==> src/rtl/ps2_modbus_frame_ctrl_if.sv <==
// Bundles the PS/2 byte input, the UART byte handshake and the status flags.
// slave: the frame controller. master: whatever sits around it (receiver, UART, bench).
// Timing and backpressure are defined by ps2_modbus_frame_ctrl.
interface ps2_modbus_frame_ctrl_if;
  logic [7:0] PS2_Data;
  logic       PS2_Done_Sig;
  logic [7:0] TX_Data;
  logic       TX_En_Sig;
  logic       TX_Done_Sig;
  logic       Busy_Sig;
  logic       Overflow_Sig;

  modport slave (
    input  PS2_Data, PS2_Done_Sig, TX_Done_Sig,
    output TX_Data, TX_En_Sig, Busy_Sig, Overflow_Sig
  );

  modport master (
    output PS2_Data, PS2_Done_Sig, TX_Done_Sig,
    input  TX_Data, TX_En_Sig, Busy_Sig, Overflow_Sig
  );
endinterface

==> src/rtl/ps2_modbus_frame_ctrl.sv <==
// Turns PS/2 scan codes (E0/F0 prefixes folded in) into 7-byte Modbus-style frames sent byte-wise to a UART.
// Latency: first TX_En_Sig 42 clocks after an event is queued with the FSM idle; one idle cycle between frames.
// Backpressure: 2-entry event queue; a push into a full queue is dropped and sets sticky Overflow_Sig.
// Optional macro TYPEMATIC_FILTER_EN suppresses auto-repeated make codes.
module ps2_modbus_frame_ctrl #(
  parameter logic [7:0] SLAVE_ADDR = 8'h01,
  parameter logic [7:0] FUNC_CODE  = 8'h41,
  parameter logic [7:0] EXT_CODE   = 8'hE0,
  parameter logic [7:0] BRK_CODE   = 8'hF0
) (
  input logic                     CLK,
  input logic                     RSTn,
  ps2_modbus_frame_ctrl_if.slave  bus
);

  typedef enum logic [1:0] {ST_IDLE, ST_CRC, ST_LOAD, ST_WAIT} state_t;

  // Event layout: {ext, brk, code}
  logic       ext_q, brk_q;
  logic [9:0] q0_q, q1_q;
  logic [1:0] cnt_q;
  logic       ovf_q;

  state_t      state_q;
  logic [9:0]  fr_ev_q;
  logic [2:0]  idx_q, bit_q;
  logic [15:0] crc_q;
  logic [7:0]  seq_q;
  logic [7:0]  tx_data_q;
  logic        tx_en_q, busy_q;

  logic        is_ext, is_brk, is_code, filt_drop, push, pop, accept;
  logic [9:0]  ev_d;
  logic [7:0]  frame_byte;
  logic [15:0] crc_in, crc_d;

  assign is_ext  = bus.PS2_Done_Sig && (bus.PS2_Data == EXT_CODE);
  assign is_brk  = bus.PS2_Done_Sig && (bus.PS2_Data == BRK_CODE);
  assign is_code = bus.PS2_Done_Sig && !is_ext && !is_brk;
  assign ev_d    = {ext_q, brk_q, bus.PS2_Data};

`ifdef TYPEMATIC_FILTER_EN
  logic       last_vld_q;
  logic [8:0] last_q;

  // A make equal to the remembered make is an auto-repeat.
  assign filt_drop = is_code && !brk_q && last_vld_q && (last_q == {ext_q, bus.PS2_Data});

  // Remember the last make; its matching break forgets it.
  always_ff @(posedge CLK or negedge RSTn) begin
    if (!RSTn) begin
      last_vld_q <= 1'b0;
      last_q     <= '0;
    end else if (is_code) begin
      if (brk_q) begin
        if (last_vld_q && (last_q == {ext_q, bus.PS2_Data})) last_vld_q <= 1'b0;
      end else if (!filt_drop) begin
        last_vld_q <= 1'b1;
        last_q     <= {ext_q, bus.PS2_Data};
      end
    end
  end
`else
  assign filt_drop = 1'b0;
`endif

  assign push   = is_code && !filt_drop;
  assign pop    = (state_q == ST_IDLE) && (cnt_q != 2'd0);
  // A pop in the same cycle frees the slot, so a push into a full queue still fits.
  assign accept = push && ((cnt_q != 2'd2) || pop);

  // Prefix flags, event queue and sticky overflow flag.
  always_ff @(posedge CLK or negedge RSTn) begin
    if (!RSTn) begin
      ext_q <= 1'b0;
      brk_q <= 1'b0;
      q0_q  <= '0;
      q1_q  <= '0;
      cnt_q <= 2'd0;
      ovf_q <= 1'b0;
    end else begin
      if (is_ext) ext_q <= 1'b1;
      if (is_brk) brk_q <= 1'b1;
      if (is_code) begin
        ext_q <= 1'b0;
        brk_q <= 1'b0;
      end
      if (push && !accept) ovf_q <= 1'b1;
      case ({accept, pop})
        2'b10: begin
          if (cnt_q == 2'd0) q0_q <= ev_d;
          else               q1_q <= ev_d;
          cnt_q <= cnt_q + 2'd1;
        end
        2'b01: begin
          q0_q  <= q1_q;
          cnt_q <= cnt_q - 2'd1;
        end
        2'b11: begin
          if (cnt_q == 2'd1) q0_q <= ev_d;
          else begin
            q0_q <= q1_q;
            q1_q <= ev_d;
          end
        end
        default: ;
      endcase
    end
  end

  // Frame byte selected by idx; feeds both the CRC fold and the UART.
  always_comb begin
    frame_byte = 8'h00;
    case (idx_q)
      3'd0: frame_byte = SLAVE_ADDR;
      3'd1: frame_byte = FUNC_CODE;
      3'd2: frame_byte = {6'b0, fr_ev_q[9], fr_ev_q[8]};
      3'd3: frame_byte = fr_ev_q[7:0];
      3'd4: frame_byte = seq_q;
      3'd5: frame_byte = crc_q[7:0];
      3'd6: frame_byte = crc_q[15:8];
      default: frame_byte = 8'h00;
    endcase
  end

  // One reflected CRC16 step; the byte is xored in on its first bit.
  always_comb begin
    crc_in = (bit_q == 3'd0) ? (crc_q ^ {8'h00, frame_byte}) : crc_q;
    crc_d  = crc_in[0] ? ({1'b0, crc_in[15:1]} ^ 16'hA001) : {1'b0, crc_in[15:1]};
  end

  // Transmit sequencer: pop, fold CRC over B0..B4, then hand out B0..B6.
  always_ff @(posedge CLK or negedge RSTn) begin
    if (!RSTn) begin
      state_q   <= ST_IDLE;
      fr_ev_q   <= '0;
      idx_q     <= 3'd0;
      bit_q     <= 3'd0;
      crc_q     <= 16'hFFFF;
      seq_q     <= 8'h00;
      tx_data_q <= 8'h00;
      tx_en_q   <= 1'b0;
      busy_q    <= 1'b0;
    end else begin
      tx_en_q <= 1'b0;
      case (state_q)
        ST_IDLE: begin
          if (cnt_q != 2'd0) begin
            fr_ev_q <= q0_q;
            idx_q   <= 3'd0;
            bit_q   <= 3'd0;
            crc_q   <= 16'hFFFF;
            busy_q  <= 1'b1;
            state_q <= ST_CRC;
          end
        end
        ST_CRC: begin
          crc_q <= crc_d;
          bit_q <= bit_q + 3'd1;
          if (bit_q == 3'd7) begin
            if (idx_q == 3'd4) begin
              idx_q   <= 3'd0;
              state_q <= ST_LOAD;
            end else begin
              idx_q <= idx_q + 3'd1;
            end
          end
        end
        ST_LOAD: begin
          tx_data_q <= frame_byte;
          tx_en_q   <= 1'b1;
          state_q   <= ST_WAIT;
        end
        ST_WAIT: begin
          if (bus.TX_Done_Sig) begin
            if (idx_q == 3'd6) begin
              idx_q   <= 3'd0;
              seq_q   <= seq_q + 8'd1;
              busy_q  <= 1'b0;
              state_q <= ST_IDLE;
            end else begin
              idx_q   <= idx_q + 3'd1;
              state_q <= ST_LOAD;
            end
          end
        end
        default: state_q <= ST_IDLE;
      endcase
    end
  end

  assign bus.TX_Data      = tx_data_q;
  assign bus.TX_En_Sig    = tx_en_q;
  assign bus.Busy_Sig     = busy_q;
  assign bus.Overflow_Sig = ovf_q;

endmodule

==> src/flat_wrapper.sv <==
// flat-port wrapper written by rule: the top's interface ports become plain ports
module ps2_modbus_frame_ctrl_flat 
#(
  parameter logic [7:0] SLAVE_ADDR = 8'h01,
  parameter logic [7:0] FUNC_CODE  = 8'h41,
  parameter logic [7:0] EXT_CODE   = 8'hE0,
  parameter logic [7:0] BRK_CODE   = 8'hF0
)
  (CLK, RSTn, bus_PS2_Data, bus_PS2_Done_Sig, bus_TX_Done_Sig, bus_TX_Data, bus_TX_En_Sig, bus_Busy_Sig, bus_Overflow_Sig);
  ps2_modbus_frame_ctrl_if bus_i ();
  input logic CLK;
  input logic RSTn;
  input wire logic [$bits(bus_i.PS2_Data)-1:0] bus_PS2_Data;
  input wire logic [$bits(bus_i.PS2_Done_Sig)-1:0] bus_PS2_Done_Sig;
  input wire logic [$bits(bus_i.TX_Done_Sig)-1:0] bus_TX_Done_Sig;
  output wire logic [$bits(bus_i.TX_Data)-1:0] bus_TX_Data;
  output wire logic [$bits(bus_i.TX_En_Sig)-1:0] bus_TX_En_Sig;
  output wire logic [$bits(bus_i.Busy_Sig)-1:0] bus_Busy_Sig;
  output wire logic [$bits(bus_i.Overflow_Sig)-1:0] bus_Overflow_Sig;
  assign bus_i.PS2_Data = bus_PS2_Data;
  assign bus_i.PS2_Done_Sig = bus_PS2_Done_Sig;
  assign bus_i.TX_Done_Sig = bus_TX_Done_Sig;
  assign bus_TX_Data = bus_i.TX_Data;
  assign bus_TX_En_Sig = bus_i.TX_En_Sig;
  assign bus_Busy_Sig = bus_i.Busy_Sig;
  assign bus_Overflow_Sig = bus_i.Overflow_Sig;
  ps2_modbus_frame_ctrl #(.SLAVE_ADDR(SLAVE_ADDR), .FUNC_CODE(FUNC_CODE), .EXT_CODE(EXT_CODE), .BRK_CODE(BRK_CODE)) u_core (.CLK(CLK), .RSTn(RSTn), .bus(bus_i));
endmodule
==> config.mk <==
export PLATFORM = sky130hd
export DESIGN_NAME = ps2_modbus_frame_ctrl_flat
export DESIGN_NICKNAME = d
export VERILOG_FILES = /design/src/rtl/ps2_modbus_frame_ctrl_if.sv /design/src/rtl/ps2_modbus_frame_ctrl.sv /design/src/flat_wrapper.sv
export SDC_FILE = /design/constraint.sdc
export NUM_CORES = 1
export LEC_CHECK = 0
export BUFFER_PORTS_ARGS = -buffer_cell sky130_fd_sc_hd__buf_4
export CORE_MARGIN = 4
export CORE_UTILIZATION = 50
export DETAILED_ROUTE_END_ITERATION = 8
export PLACE_DENSITY_LB_ADDON = 0.08
export SLEW_MARGIN = 40
export SYNTH_ARGS = -nofsm -noshare
export SYNTH_HDL_FRONTEND = slang
export SYNTH_SLANG_ARGS = --single-unit
==> constraint.sdc <==
create_clock -name CLK -period 5.4 [get_ports CLK]
set_clock_uncertainty 0.05 [all_clocks]
set_input_delay 1.08 -clock CLK [delete_from_list [all_inputs] [get_ports CLK]]
set_output_delay 1.08 -clock CLK [all_outputs]
set_load 0.1 [all_outputs]
### After elaboration in Yosys (flattened, before gate mapping)

Index checks and enable logic that the tools add are counted.

| storage, ports and cells | value |
|---|---|
| register bits | 77 |
| bits of input ports | 12 |
| output and inout port bits | 11 |
| word-level logic and storage cells | 113 |

| operators by class | value |
|---|---|
| add/subtract/negate cells | 5 |
| eq/ne operators | 25 |
| multiplexer cells | 34 |
| bitwise gates (word level) | 2 |
| reductions and logical operators | 32 |

Operator list:

| operator | number |
|---|---|
| case mux 8 bit (7 select lines) | 1 |
| 2-to-1 mux 16 bit | 3 |
| 2-to-1 mux 10 bit | 4 |
| case mux 16 bit (2 select lines) | 1 |
| case mux 10 bit (3 select lines) | 1 |
| case mux 10 bit (2 select lines) | 1 |
| == test 8 bit, second input constant | 2 |
| XOR 16 x 8 -> 16 bit | 1 |
| 2-to-1 mux 3 bit | 5 |
| nonzero test 2 bit | 7 |
| == test 3 bit, second input constant | 4 |
| AND reduction 4 bit | 3 |
| 2-to-1 mux 2 bit | 5 |
| inequality test 2 bit, second input constant | 5 |
| case mux 3 bit (3 select lines) | 1 |
| adder 8 x 1 -> 8 bit, second input constant | 1 |
| == test 2 bit, second input constant | 4 |
| 2-to-1 mux 1 bit | 8 |
| inequality test 2 x 1 -> 1 bit, second input constant | 4 |
| case mux 2 bit (4 select lines) | 1 |
| logical AND 1 bit | 7 |
| adder 3 x 1 -> 3 bit, second input constant | 2 |
| == test 2 x 1 -> 1 bit, second input constant | 3 |
| == test 3 x 2 -> 1 bit, second input constant | 2 |
| 14 further kinds | 22 |

### Logic depth before layout (Yosys ltp)

Gate-level depths: netlist of the first run.

| logic depth | value |
|---|---|
| word-level depth | 9 |
| gate-level depth with buffers | 10 |
| mapped depth without buffers | 8 |

### Worst setup path after synthesis of the first run

OpenSTA, ideal clock, no wires.

| timing path | value |
|---|---|
| kind | in2reg |
| start point | in bus_PS2_Data[2] |
| end point | reg u_core.q1_q[2] |
| setup time | 125 ps |
| data arrival time | 2297 ps |
| data required time | 5225 ps |
| path slack | 2929 ps |
| stages on the path | 6 |
| cells stage by stage | nand4b_1 -> o41a_1 -> buf_2 -> o2111ai_2 -> buf_4 -> mux2_2 |

| on the way | value |
|---|---|
| word-level cells in the longest chain between the ends | 9 |
| elaborated cells on any way between the ends | 18 |
| classes of those cells | eq/ne: 6; mux: 3; reduce/logical: 9 |

Ends and longest elaborated chain:

| element | line | text |
|---|---|---|
| start, declared | flat_wrapper.sv:13 | `input wire logic [$bits(bus_i.PS2_Data)-1:0] bus_PS2_Data;` |
| == test 8 bit | ps2_modbus_frame_ctrl.sv:37 | `assign is_ext = bus.PS2_Done_Sig && (bus.PS2_Data == EXT_CODE);` |
| logical AND 1 bit | ps2_modbus_frame_ctrl.sv:37 |  |
| logical NOT 1 bit | ps2_modbus_frame_ctrl.sv:39 | `assign is_code = bus.PS2_Done_Sig && !is_ext && !is_brk;` |
| logical AND 1 bit (2 in series) | ps2_modbus_frame_ctrl.sv:39 |  |
| logical AND 1 bit | ps2_modbus_frame_ctrl.sv:70 | `assign accept = push && ((cnt_q != 2'd2) \|\| pop);` |
| == test 2 bit | ps2_modbus_frame_ctrl.sv:89 | `case ({accept, pop})` |
| inequality test 2 bit (no line) / nonzero test 2 bit (equally long branches) | - |  |
| AND reduction 3 bit (no line) | - |  |
| end signal, assigned | ps2_modbus_frame_ctrl.sv:92 | `else q1_q <= ev_d;` |
| end signal, assigned | ps2_modbus_frame_ctrl.sv:103 | `q1_q <= ev_d;` |
| end, declared | ps2_modbus_frame_ctrl.sv:20 | `logic [9:0] q0_q, q1_q;` |

Parallel ways exist; a longest one is shown, timed or not. The select of a mux whose other input is x is not followed.
A chain may end at the register's enable or synchronous reset.

### Worst setup path after layout of the first run

| timing path | value |
|---|---|
| start point | reg u_core.idx_q[2] |
| end point | reg u_core.crc_q[0] |

| on the way | value |
|---|---|
| word-level cells in the longest chain between the ends | 7 |
| elaborated cells on any way between the ends | 13 |
| classes of those cells | eq/ne: 6; mux: 4; bitwise: 2; reduce/logical: 1 |

Ends and longest elaborated chain:

| element | line | text |
|---|---|---|
| start, declared | ps2_modbus_frame_ctrl.sv:26 | `logic [2:0] idx_q, bit_q;` |
| start signal, assigned | ps2_modbus_frame_ctrl.sv:165 | `idx_q <= idx_q + 3'd1;` |
| start signal, assigned | ps2_modbus_frame_ctrl.sv:182 | `idx_q <= idx_q + 3'd1;` |
| == test 3 bit, or another cell as far along | ps2_modbus_frame_ctrl.sv:114 | `case (idx_q)` |
| case mux 8 bit (7 select lines) * | ps2_modbus_frame_ctrl.sv:114 |  |
| XOR 16 x 8 -> 16 bit * | ps2_modbus_frame_ctrl.sv:128 | `crc_in = (bit_q == 3'd0) ? (crc_q ^ {8'h00, frame_byte}) : crc_q;` |
| 2-to-1 mux 16 bit * | ps2_modbus_frame_ctrl.sv:128 |  |
| inverter 2 -> 3 bit (no line) | - |  |
| 2-to-1 mux 16 bit * | ps2_modbus_frame_ctrl.sv:129 | `crc_d = crc_in[0] ? ({1'b0, crc_in[15:1]} ^ 16'hA001) : {1'b0, crc_in[15:1]};` |
| case mux 16 bit (2 select lines) * | ps2_modbus_frame_ctrl.sv:146 | `case (state_q)` |
| end signal, assigned | ps2_modbus_frame_ctrl.sv:158 | `crc_q <= crc_d;` |
| end, declared | ps2_modbus_frame_ctrl.sv:27 | `logic [15:0] crc_q;` |

Every way passes the cells marked *; elsewhere a longest branch is shown, timed or not.

==> flow_metrics.tcl, run 1 <==
set metrics [dict create \
    power.total_uw 2700 \
    clk_path_buf_depth 2 \
    synthArstFlopShare_pct 100 \
    crit_chain "clkinv_1 -> ha_1 -> a32o_1 -> a21oi_2 -> mux2i_1 -> nand3_1 -> and2_4 -> o22a_1" \
    crit_slowest_cell "dfrtp_1" \
    p_per_area_mw_per_mm2 646 \
    antenna_found_initial 0 \
    synth.avg_cell_area_um2 9.95 \
    viasPerCell 5.34 \
    cp_max_fo 12 \
    post-route-period-util_pct 46.5 \
    p_leak_uw 0.00195 \
    ctsResizeCount 0 \
    fin_nets 413 \
    die_y_um 94.5 \
    wl_um 7480 \
    gp_congestion 0.859 \
    grt_remaining_overflow 0 \
    final_common_cell "nand2_1" \
    status "completed" \
    end_kind "register" \
    setup_viol 0 \
    min_period_ns 2.51 \
    pin_count 23 \
    fmax_mhz 398 \
    final_cell_mix "67 x nand2_1, 61 x dfrtp_1, 39 x nor2_1" \
    yosysWarningCount 0 \
    vias 2631 \
    port_buffers 22 \
    tns_ns 0 \
    critical_path_class "register to register" \
    cts_root_buf "clkbuf_8" \
    grt_max_degree 78 \
    final_hold_viol_count 0 \
    cap_violations 0 \
    rsz0062_at_grt "no" \
    clkTransAtPathRegs_ns 0.08 \
    cts_hold_buffers 0 \
    dp_hpwl_um 5200 \
    relSlewSlack_pct 53.7 \
    postCtsSetupRepairBufs 0 \
    slowest_delay_ns 0.60 \
    cts.sinks 77 \
    worst_pin_slew_ns 0.693 \
    die_x_um 94.5 \
    ys_types 48 \
    drt_first_iter_violations 174 \
    report.final.slew_viol_count 0 \
    layout-drive-gt1-share_pct 17.5 \
    critical_path.top_delay_family "flip-flops" \
    cp-start-kind "register" \
    grt.total_usage_pct 18.5 \
    firstDrtPassIters 7 \
    ant_nets 0 \
    syn_inst 376 \
    area_growth_syn_to_layout_pct 11.5 \
    worstPathArrival_ns 2.73 \
    cp.required_ns 5.62 \
    ys_seq_area_share_pct 52.0 \
    syn_nets 400 \
    synth-seq-cells 77 \
    core_area_mm2 0.00725 \
    antenna_cells 0 \
    post-route-drc-count 0 \
    detail_route.wl_per_cell_um 15.2 \
    cts_tree "built" \
    hold_class "register to register" \
    start_util_pct 51.6 \
    crit_buf_inv 1 \
    r2r_slack_ns 2.89 \
    htreeDepth 3 \
    grt_pass1_wl_um 12800 \
    synth_area_mm2 0.00374 \
    fp-row-count 31 \
    grt_pass1_vias 2557 \
    peakVddDrop_v 0.000289 \
    synth_flop_cell "dfrtp_1" \
    synth_edf_count 0 \
    cts_buffers 9 \
    clock_latency_ns 0.35 \
    dieArea_mm2 0.00893 \
]
[per-stage QoR]
step	util, %	hold WS (ns)	setup slack [ns]	std cells	instance area [um^2]
floorplan	-	0.387	2.93	376	3740
global placement	54.2	0.400	2.67	477	3930
detailed placement	54.3	0.407	2.65	477	3940
CTS	57.5	0.419	2.90	493	4170
global route	57.5	0.444	2.74	493	4170
finish	57.5	0.422	2.89	493	4170
[flip-flops by register name, summed over array words and instances, names as in the netlist, 2 cells and up]
name,flops
u_core.bit_q,3
u_core.bus.TX_Data,8
u_core.cnt_q,2
u_core.crc_q,16
u_core.fr_ev_q,10
u_core.idx_q,3
u_core.q0_q,10
u_core.q1_q,10
u_core.seq_q,8
u_core.state_q,2
[path summary, 6_finish.rpt]
| check | start | endpoint | cells after the start |
|---|---|---|---|
| max | u_core.idx_q[2] | u_core.crc_q[0] | 8 |
| min | u_core.q0_q[1] | u_core.fr_ev_q[1] | 2 |
| max reg2reg | u_core.idx_q[2] | u_core.crc_q[0] | 8 |
| min reg2reg | u_core.q0_q[1] | u_core.fr_ev_q[1] | 2 |
| max in group asynchronous | RSTn | u_core.fr_ev_q[9] | 1 |
| min in group asynchronous | RSTn | u_core.seq_q[3] | 1 |
[cell families (layout without fill, tap and decap cells)]
| group | count (synthesis) | count (layout) | synth area share, % |
|---|---|---|---|
| AND/OR/NAND/NOR | 131 | 131 | 14.7 |
| AO/OA/AOI/OAI | 81 | 81 | 14.3 |
| flip-flops | 77 | 77 | 52.0 |
| buffers and inverters | 35 | 53 | 4.35 |
| multiplexers | 24 | 24 | 6.79 |
| XOR/XNOR | 16 | 16 | 3.75 |
| adder cells (fa/ha/maj) | 12 | 12 | 4.01 |
[synth_stat cells, types with 2 or more instances]
cell,number,area share (%)
mux2i_1,13,3.5
o21ai_0,23,3.1
buf_6,2,0.60
nand4_1,4,0.67
nor3_1,6,0.80
buf_2,7,0.94
nand3_1,3,0.40
dfstp_2,16,11
nand2b_1,3,0.50
a21oi_1,30,4.0
and3_1,3,0.50
mux2_1,5,1.5
nor2_1,39,3.9
inv_1,13,1.3
nand2_1,67,6.7
clkbuf_1,10,1.0
a21o_1,2,0.40
ha_1,12,4.0
buf_4,2,0.40
a2bb2oi_1,2,0.47
mux2_2,6,1.8
xnor2_1,12,2.8
a222oi_1,7,1.9
dfrtp_1,61,41
xor2_1,4,0.94
o22ai_1,2,0.33
[worst min-delay path, cell delays in order (launching register included)]
cell	delay, ns
dfrtp_1	0.35
nand2_1	0.05
nand2_1	0.05
[report_power, final]
group	total, uW	internal, uW	switching, uW
Clock	499	277	222
Sequential	1060	857	200
Combinational	1140	415	725
Total	2700	1550	1150
[metal layers]
| metal | global-route usage [%] | up-vias | share of wire (%) |
|---|---|---|---|
| li1 | - | 1306 | - |
| met1 | 26.1 | 1261 | 48 |
| met2 | 28.1 | 49 | 46 |
| met3 | 3.11 | 15 | 3.4 |
| met4 | 8.05 | 0 | 2.2 |
| met5 | 0 | - | 0 |
[area by class of cell]
cell class,instances,area (um^2)
tap,99,124
sequential,77,1950
fill,641,3080
clock buffer,10,138
timing repair buffer,23,176
clock inverter,6,95.1
inverter,14,52.6
multi-input combinational,264,1640
No activity file was read; power rests on OpenSTA's default activity.
==> run 2, diff against run 1 <==
ABC_AREA = 1   (was unset)
clock period = 2.5 ns   (was 5.4 ns; I/O delays follow)
==> run 2 against run 1 <==
- sequential share of layout area shrank 2.0 points
- critical endpoint is now u_core.crc_q[13]
- first-iteration DRC count shrank 37%
- worst setup slack lost 2.4 ns
- register-to-register slack lost 2.4 ns
- global-route usage grew 0.67 points
- routed wire length grew 5.7%
==> flow_metrics.tcl, run 2 <==
set metrics [dict create \
    status "completed" \
    synth-seq-cells 77 \
    post-route-drc-count 0 \
    antenna_found_initial 0 \
    yosysMostFrequentCell "nand2_1" \
    grt_pass1_vias 2860 \
    end_kind "register" \
    p_per_area_mw_per_mm2 1130 \
    grt.total_usage_pct 19.1 \
    ys_seq_area_share_pct 50.1 \
    yosysWarningCount 0 \
    die_y_um 96.1 \
    cp.required_ns 2.74 \
    vias 3049 \
    cts_buffers 9 \
    synthArstFlopShare_pct 100 \
    dp_hpwl_um 5840 \
    synth_edf_count 0 \
    placed_area_mm2 0.00414 \
    ctsResizeCount 0 \
    firstDrtPassIters 5 \
    die_x_um 96.1 \
    fp-row-count 31 \
    report.final.slew_viol_count 0 \
    final_cell_area_mm2 0.00435 \
    fillers 698 \
    cp_max_fo 11 \
    peakVddDrop_v 0.000543 \
    syn_nets 490 \
    start_util_pct 52.4 \
    min_period_ns 2.01 \
    multi_input_area_mm2 0.00170 \
    grt_remaining_overflow 0 \
    clk_path_buf_depth 2 \
    relSlewSlack_pct 69.5 \
    fin_nets 515 \
    largest_reg_flops 16 \
    critical_path_class "register to register" \
    drt_first_iter_violations 110 \
    yosys.area.top_type_share_pct 39.3 \
    dieArea_mm2 0.00924 \
    register_area_mm2 0.00195 \
    cap_violations 0 \
    antenna_cells 0 \
    grt_pass1_wl_um 13600 \
    post-route-period-util_pct 80.3 \
    p_leak_uw 0.00221 \
    tns_ns 0 \
    core_area_mm2 0.00741 \
    worst_pin_slew_ns 0.458 \
    clkTransAtPathRegs_ns 0.08 \
    synth_flop_cell "dfrtp_1" \
    cts.sinks 77 \
    synth_area_mm2 0.00388 \
    yosys.area.top_type "dfrtp_1" \
    fmax_mhz 498 \
    worstPathArrival_ns 2.25 \
    rsz0062_at_grt "no" \
    ant_nets 0 \
    viasPerCell 5.12 \
    pin_count 23 \
    port_buffers 22 \
    area_growth_syn_to_layout_pct 12.1 \
    gp_congestion 0.811 \
    wl_um 7910 \
    detail_route.wl_per_cell_um 13.3 \
    setup_viol 0 \
    cts_hold_buffers 0 \
    synth.avg_cell_area_um2 8.34 \
    hold_class "primary input to async pin" \
    syn_inst 466 \
    final_cell_mix "161 x nand2_1, 61 x dfrtp_1, 33 x nand3_1" \
    postCtsSetupRepairBufs 0 \
    cts_tree "built" \
    synth_area_leaders "dfrtp_1 39%, nand2_1 16%, dfstp_2 11%" \
    hold_ws_ns 0.0462 \
    top_register "u_core.crc_q" \
    final_hold_viol_count 0 \
    clock_latency_ns 0.35 \
    final_common_cell "nand2_1" \
    synth_common_cells "161 x nand2_1, 61 x dfrtp_1, 33 x nand3_1" \
    cp-start-kind "register" \
    cts_root_buf "clkbuf_8" \
    grt_max_degree 45 \
    htreeDepth 3 \
    ys_types 38 \
    layout-drive-gt1-share_pct 18.5 \
]
==> run 2: cell count changes after synthesis, sizes merged, moves of 5 or more <==
cell and change:
nand2 +97, nand3 +31, inv +29, a21oi -20, mux2i -13, mux2 -11
nand3b +10, xnor2 -9, a222oi -7, clkbuf -7, o22a +5
==> run 2: area by class of cell <==
type,count,share of cell area [%]
flip-flops and latches,77,44.7
multi-input cells,334,39.1
repair buffers,26,4.77
inverters,43,3.74
clock buffers,11,3.48
well taps,99,2.84
clock inverters,5,1.35
==> run 2: routing by layer <==
| metal | share of wire (%) | up-vias | GRT usage (%) |
|---|---|---|---|
| met5 | 0 | - | 0 |
| met4 | 1.2 | 0 | 6.40 |
| li1 | - | 1550 | - |
| met1 | 45 | 1431 | 24.7 |
| met3 | 4.6 | 9 | 4.30 |
| met2 | 49 | 59 | 31.8 |
==> run 2: cell families after synthesis <==
family                   after synthesis  synth area share, %
AO/OA/AOI/OAI                         56                 9.34
adder cells (fa/ha/maj)               12                 3.86
buffers and inverters                 55                 6.05
AND/OR/NAND/NOR                      259                 29.1
XOR/XNOR                               7                 1.58
flip-flops                            77                 50.1
==> run 2: worst max-delay path, cell delays in order (launching register included) <==
cell     delay, ns
dfrtp_1       0.54
inv_2         0.11
ha_1          0.32
nand2_1       0.10
nand2_1       0.05
nor2_1        0.18
nand2_1       0.10
nand2_1       0.06
nand2_1       0.09
nand2_1       0.12
nand2_1       0.06
nand3_1       0.06
nand2_1       0.05
inv_1         0.05
==> run 2: final timing paths <==
path                                          to  depth (start not counted)  slack (ns)            start
worst min-delay path             u_core.seq_q[1]                          1        0.05             RSTn
worst max register to register  u_core.crc_q[13]                         13        0.49  u_core.idx_q[2]
worst min register to register    u_core.q1_q[1]                          2        0.42   u_core.q1_q[1]
worst max-delay path            u_core.crc_q[13]                         13        0.49  u_core.idx_q[2]
max in group asynchronous        u_core.crc_q[0]                          2        1.73             RSTn
min in group CLK                  u_core.q1_q[6]                          3        0.34  bus_PS2_Data[6]
==> run 2: power by group <==
group	internal [uW]	switching, uW	total, uW
clock	515	454	970
combinational	579	1230	1810
sequential	1790	330	2120
total	2880	2020	4900
==> run 2: metrics by stage <==
stage,setup slack [ns],total power (uW),util [%],std cells
3_3_place_gp,0.541,3920,55.9,579
5_1_grt,0.328,5270,58.8,595
6_report,0.493,4900,58.8,595
4_1_cts,0.511,4950,58.8,595
2_1_floorplan,0.802,3500,-,466
3_5_place_dp,0.538,3960,55.9,579
==> run 3, diff against run 2 <==
clock period = 1.8 ns   (was 2.5 ns; I/O delays follow)
==> run 3 against run 2 <==
- largest cell class unchanged
- count of clock-buffer cells in the layout decreased by 1
- power increased by 43%
- first-iteration DRC count decreased by 3.6%
- non-clock buffer count increased by 22
- via count increased by 1.3%
- worst setup slack got worse by 0.44 ns
- die area unchanged
- largest power group unchanged
==> flow_metrics.tcl, run 3 (same netlist as run 2, synthesis figures left out) <==
set metrics [dict create \
    status "completed" \
    drt_first_iter_violations 106 \
    firstDrtPassIters 4 \
    fmax_mhz 572 \
    relSlewSlack_pct 67.8 \
    cp_max_fo 4 \
    pin_count 23 \
    final_common_cell "nand2_1" \
    grt_max_degree 39 \
    end_kind "register" \
    hold_start "bus_PS2_Data[5]" \
    fin_nets 537 \
    hold_class "primary input to register" \
    vias 3090 \
    hold_path_depth 3 \
    start_util_pct 52.4 \
    rr_worst_depth 10 \
    clk_path_buf_depth 2 \
    core_area_mm2 0.00741 \
    setup_viol 0 \
    cap_violations 0 \
    antenna_found_initial 0 \
    use_met1_pct 23.6 \
    cts_buffers 9 \
    whs_endpoint "u_core.q1_q[5]" \
    r2r-start "u_core.idx_q[0]" \
    r2r_slack_ns 0.05 \
    slowest_delay_ns 0.41 \
    placed_area_mm2 0.00428 \
    antenna_cells 0 \
    report.final.slew_viol_count 0 \
    dp_cells 596 \
    fin_ws_ns 0.0523 \
    wl_um 8190 \
    port_buffers 22 \
    r2r-end "u_core.seq_q[6]" \
    grt.total_usage_pct 18.9 \
    cp-start-kind "register" \
    cts_root_buf "clkbuf_8" \
    crit_slowest_cell "dfrtp_1" \
    area_growth_syn_to_layout_pct 19.0 \
    post-route-period-util_pct 97.1 \
    use_met3_pct 3.36 \
    top_register "u_core.crc_q" \
    clock_latency_ns 0.35 \
    cts.sinks 77 \
    busiest_layer "met2" \
    dp_hpwl_um 6130 \
    largest_reg_flops 16 \
    dieArea_mm2 0.00924 \
    critical_path_class "register to register" \
    grt_remaining_overflow 0 \
    viasPerCell 5.01 \
    fp-row-count 31 \
    final_hold_viol_count 0 \
    detail_route.wl_per_cell_um 13.3 \
    tns_ns 0 \
    worstPathArrival_ns 1.93 \
    grt_pass1_wl_um 13600 \
    grt_util_met2_pct 32.1 \
    p_leak_uw 0.00232 \
    die_x_um 96.1 \
    hold_ws_ns 0.220 \
    final_cell_mix "158 x nand2_1, 61 x dfrtp_1, 45 x buf_4" \
    cts_tree "built" \
    clkTransAtPathRegs_ns 0.08 \
    worst_pin_slew_ns 0.483 \
    post-route-drc-count 0 \
    dp_slack_ns -0.000656 \
    min_period_ns 1.75 \
    ant_nets 0 \
    cp.required_ns 1.98 \
    final_cell_area_mm2 0.00462 \
    cpMostUsedCell "inv_2" \
    grt_pass1_vias 3029 \
    instances_no_fill 617 \
    die_y_um 96.1 \
    rsz0062_at_grt "yes" \
    htreeDepth 3 \
    crit_chain "inv_2 -> ha_4 -> nand2_1 -> inv_4 -> nand3_4 -> inv_2 -> nand2_2 -> nor3_4 -> nand3_1 -> xnor2_1" \
    layout-drive-gt1-share_pct 24.7 \
    p_per_area_mw_per_mm2 1520 \
    peakVddDrop_v 0.000578 \
    gp_congestion 0.879 \
]
-- run 3: critical path: cells and delay by family, from the launching register on --
kind | cells | cell delay, ns
xor+xnor | 1 | 0.14
buf+inv | 3 | 0.31
flops | 1 | 0.41
simple gates | 5 | 0.57
fa+ha+maj | 1 | 0.15
-- run 3: area by class of cell --
class / instances / area (um^2)
sequential: 77 / 1950
fill: 650 / 2790
clock buffer: 10 / 138
inverter: 43 / 166
tap: 99 / 124
timing repair buffer: 48 / 388
multi-input combinational: 334 / 1800
clock inverter: 6 / 62.6
-- run 3: how the worst max path moves through the flow --
stage	startpoint	endpoint	slack [ns]	depth (start not counted)
after floorplan	u_core.idx_q[2]	u_core.crc_q[13]	0.10	15
after global placement	u_core.idx_q[0]	u_core.seq_q[6]	0.07	10
after detailed placement	u_core.idx_q[0]	u_core.seq_q[6]	-0.0007	10
after CTS	u_core.idx_q[0]	u_core.seq_q[6]	0.02	10
after global routing	u_core.idx_q[1]	u_core.crc_q[0]	-0.07	12
final	u_core.idx_q[0]	u_core.seq_q[6]	0.05	10
-- run 3: through the flow --
step	total power, uW	utilization (%)
4_1_cts	6910	60.7
6_report	7030	62.4
3_3_place_gp	5530	57.8
3_5_place_dp	5590	57.8
5_1_grt	7540	62.4
2_1_floorplan	4870	-
-- run 3: routing by layer --
| layer | part of all wire, % | vias to the layer above |
|---|---|---|
| li1 | - | 1590 |
| met1 | 44 | 1422 |
| met2 | 50 | 62 |
| met3 | 4.2 | 16 |
| met4 | 1.4 | 0 |
| met5 | 0 | - |
-- run 3: where the power goes --
part / switching (uW) / internal, uW / total, uW / leakage (uW)
clock: 638 / 676 / 1310 / 0.000106
combinational: 1810 / 965 / 2770 / 0.00127
sequential: 452 / 2490 / 2940 / 0.000948
total: 2900 / 4130 / 7030 / 0.00232
-- run 3: what timing repair did --
action | in CTS | in global routing
gates resized for setup | 1 | 25
hold buffers | 1 | 0
pin swaps | 0 | 5
hold endpoints to repair | 22 | 0
buffers inserted | 0 | 4
setup endpoints to repair | 2 | 27
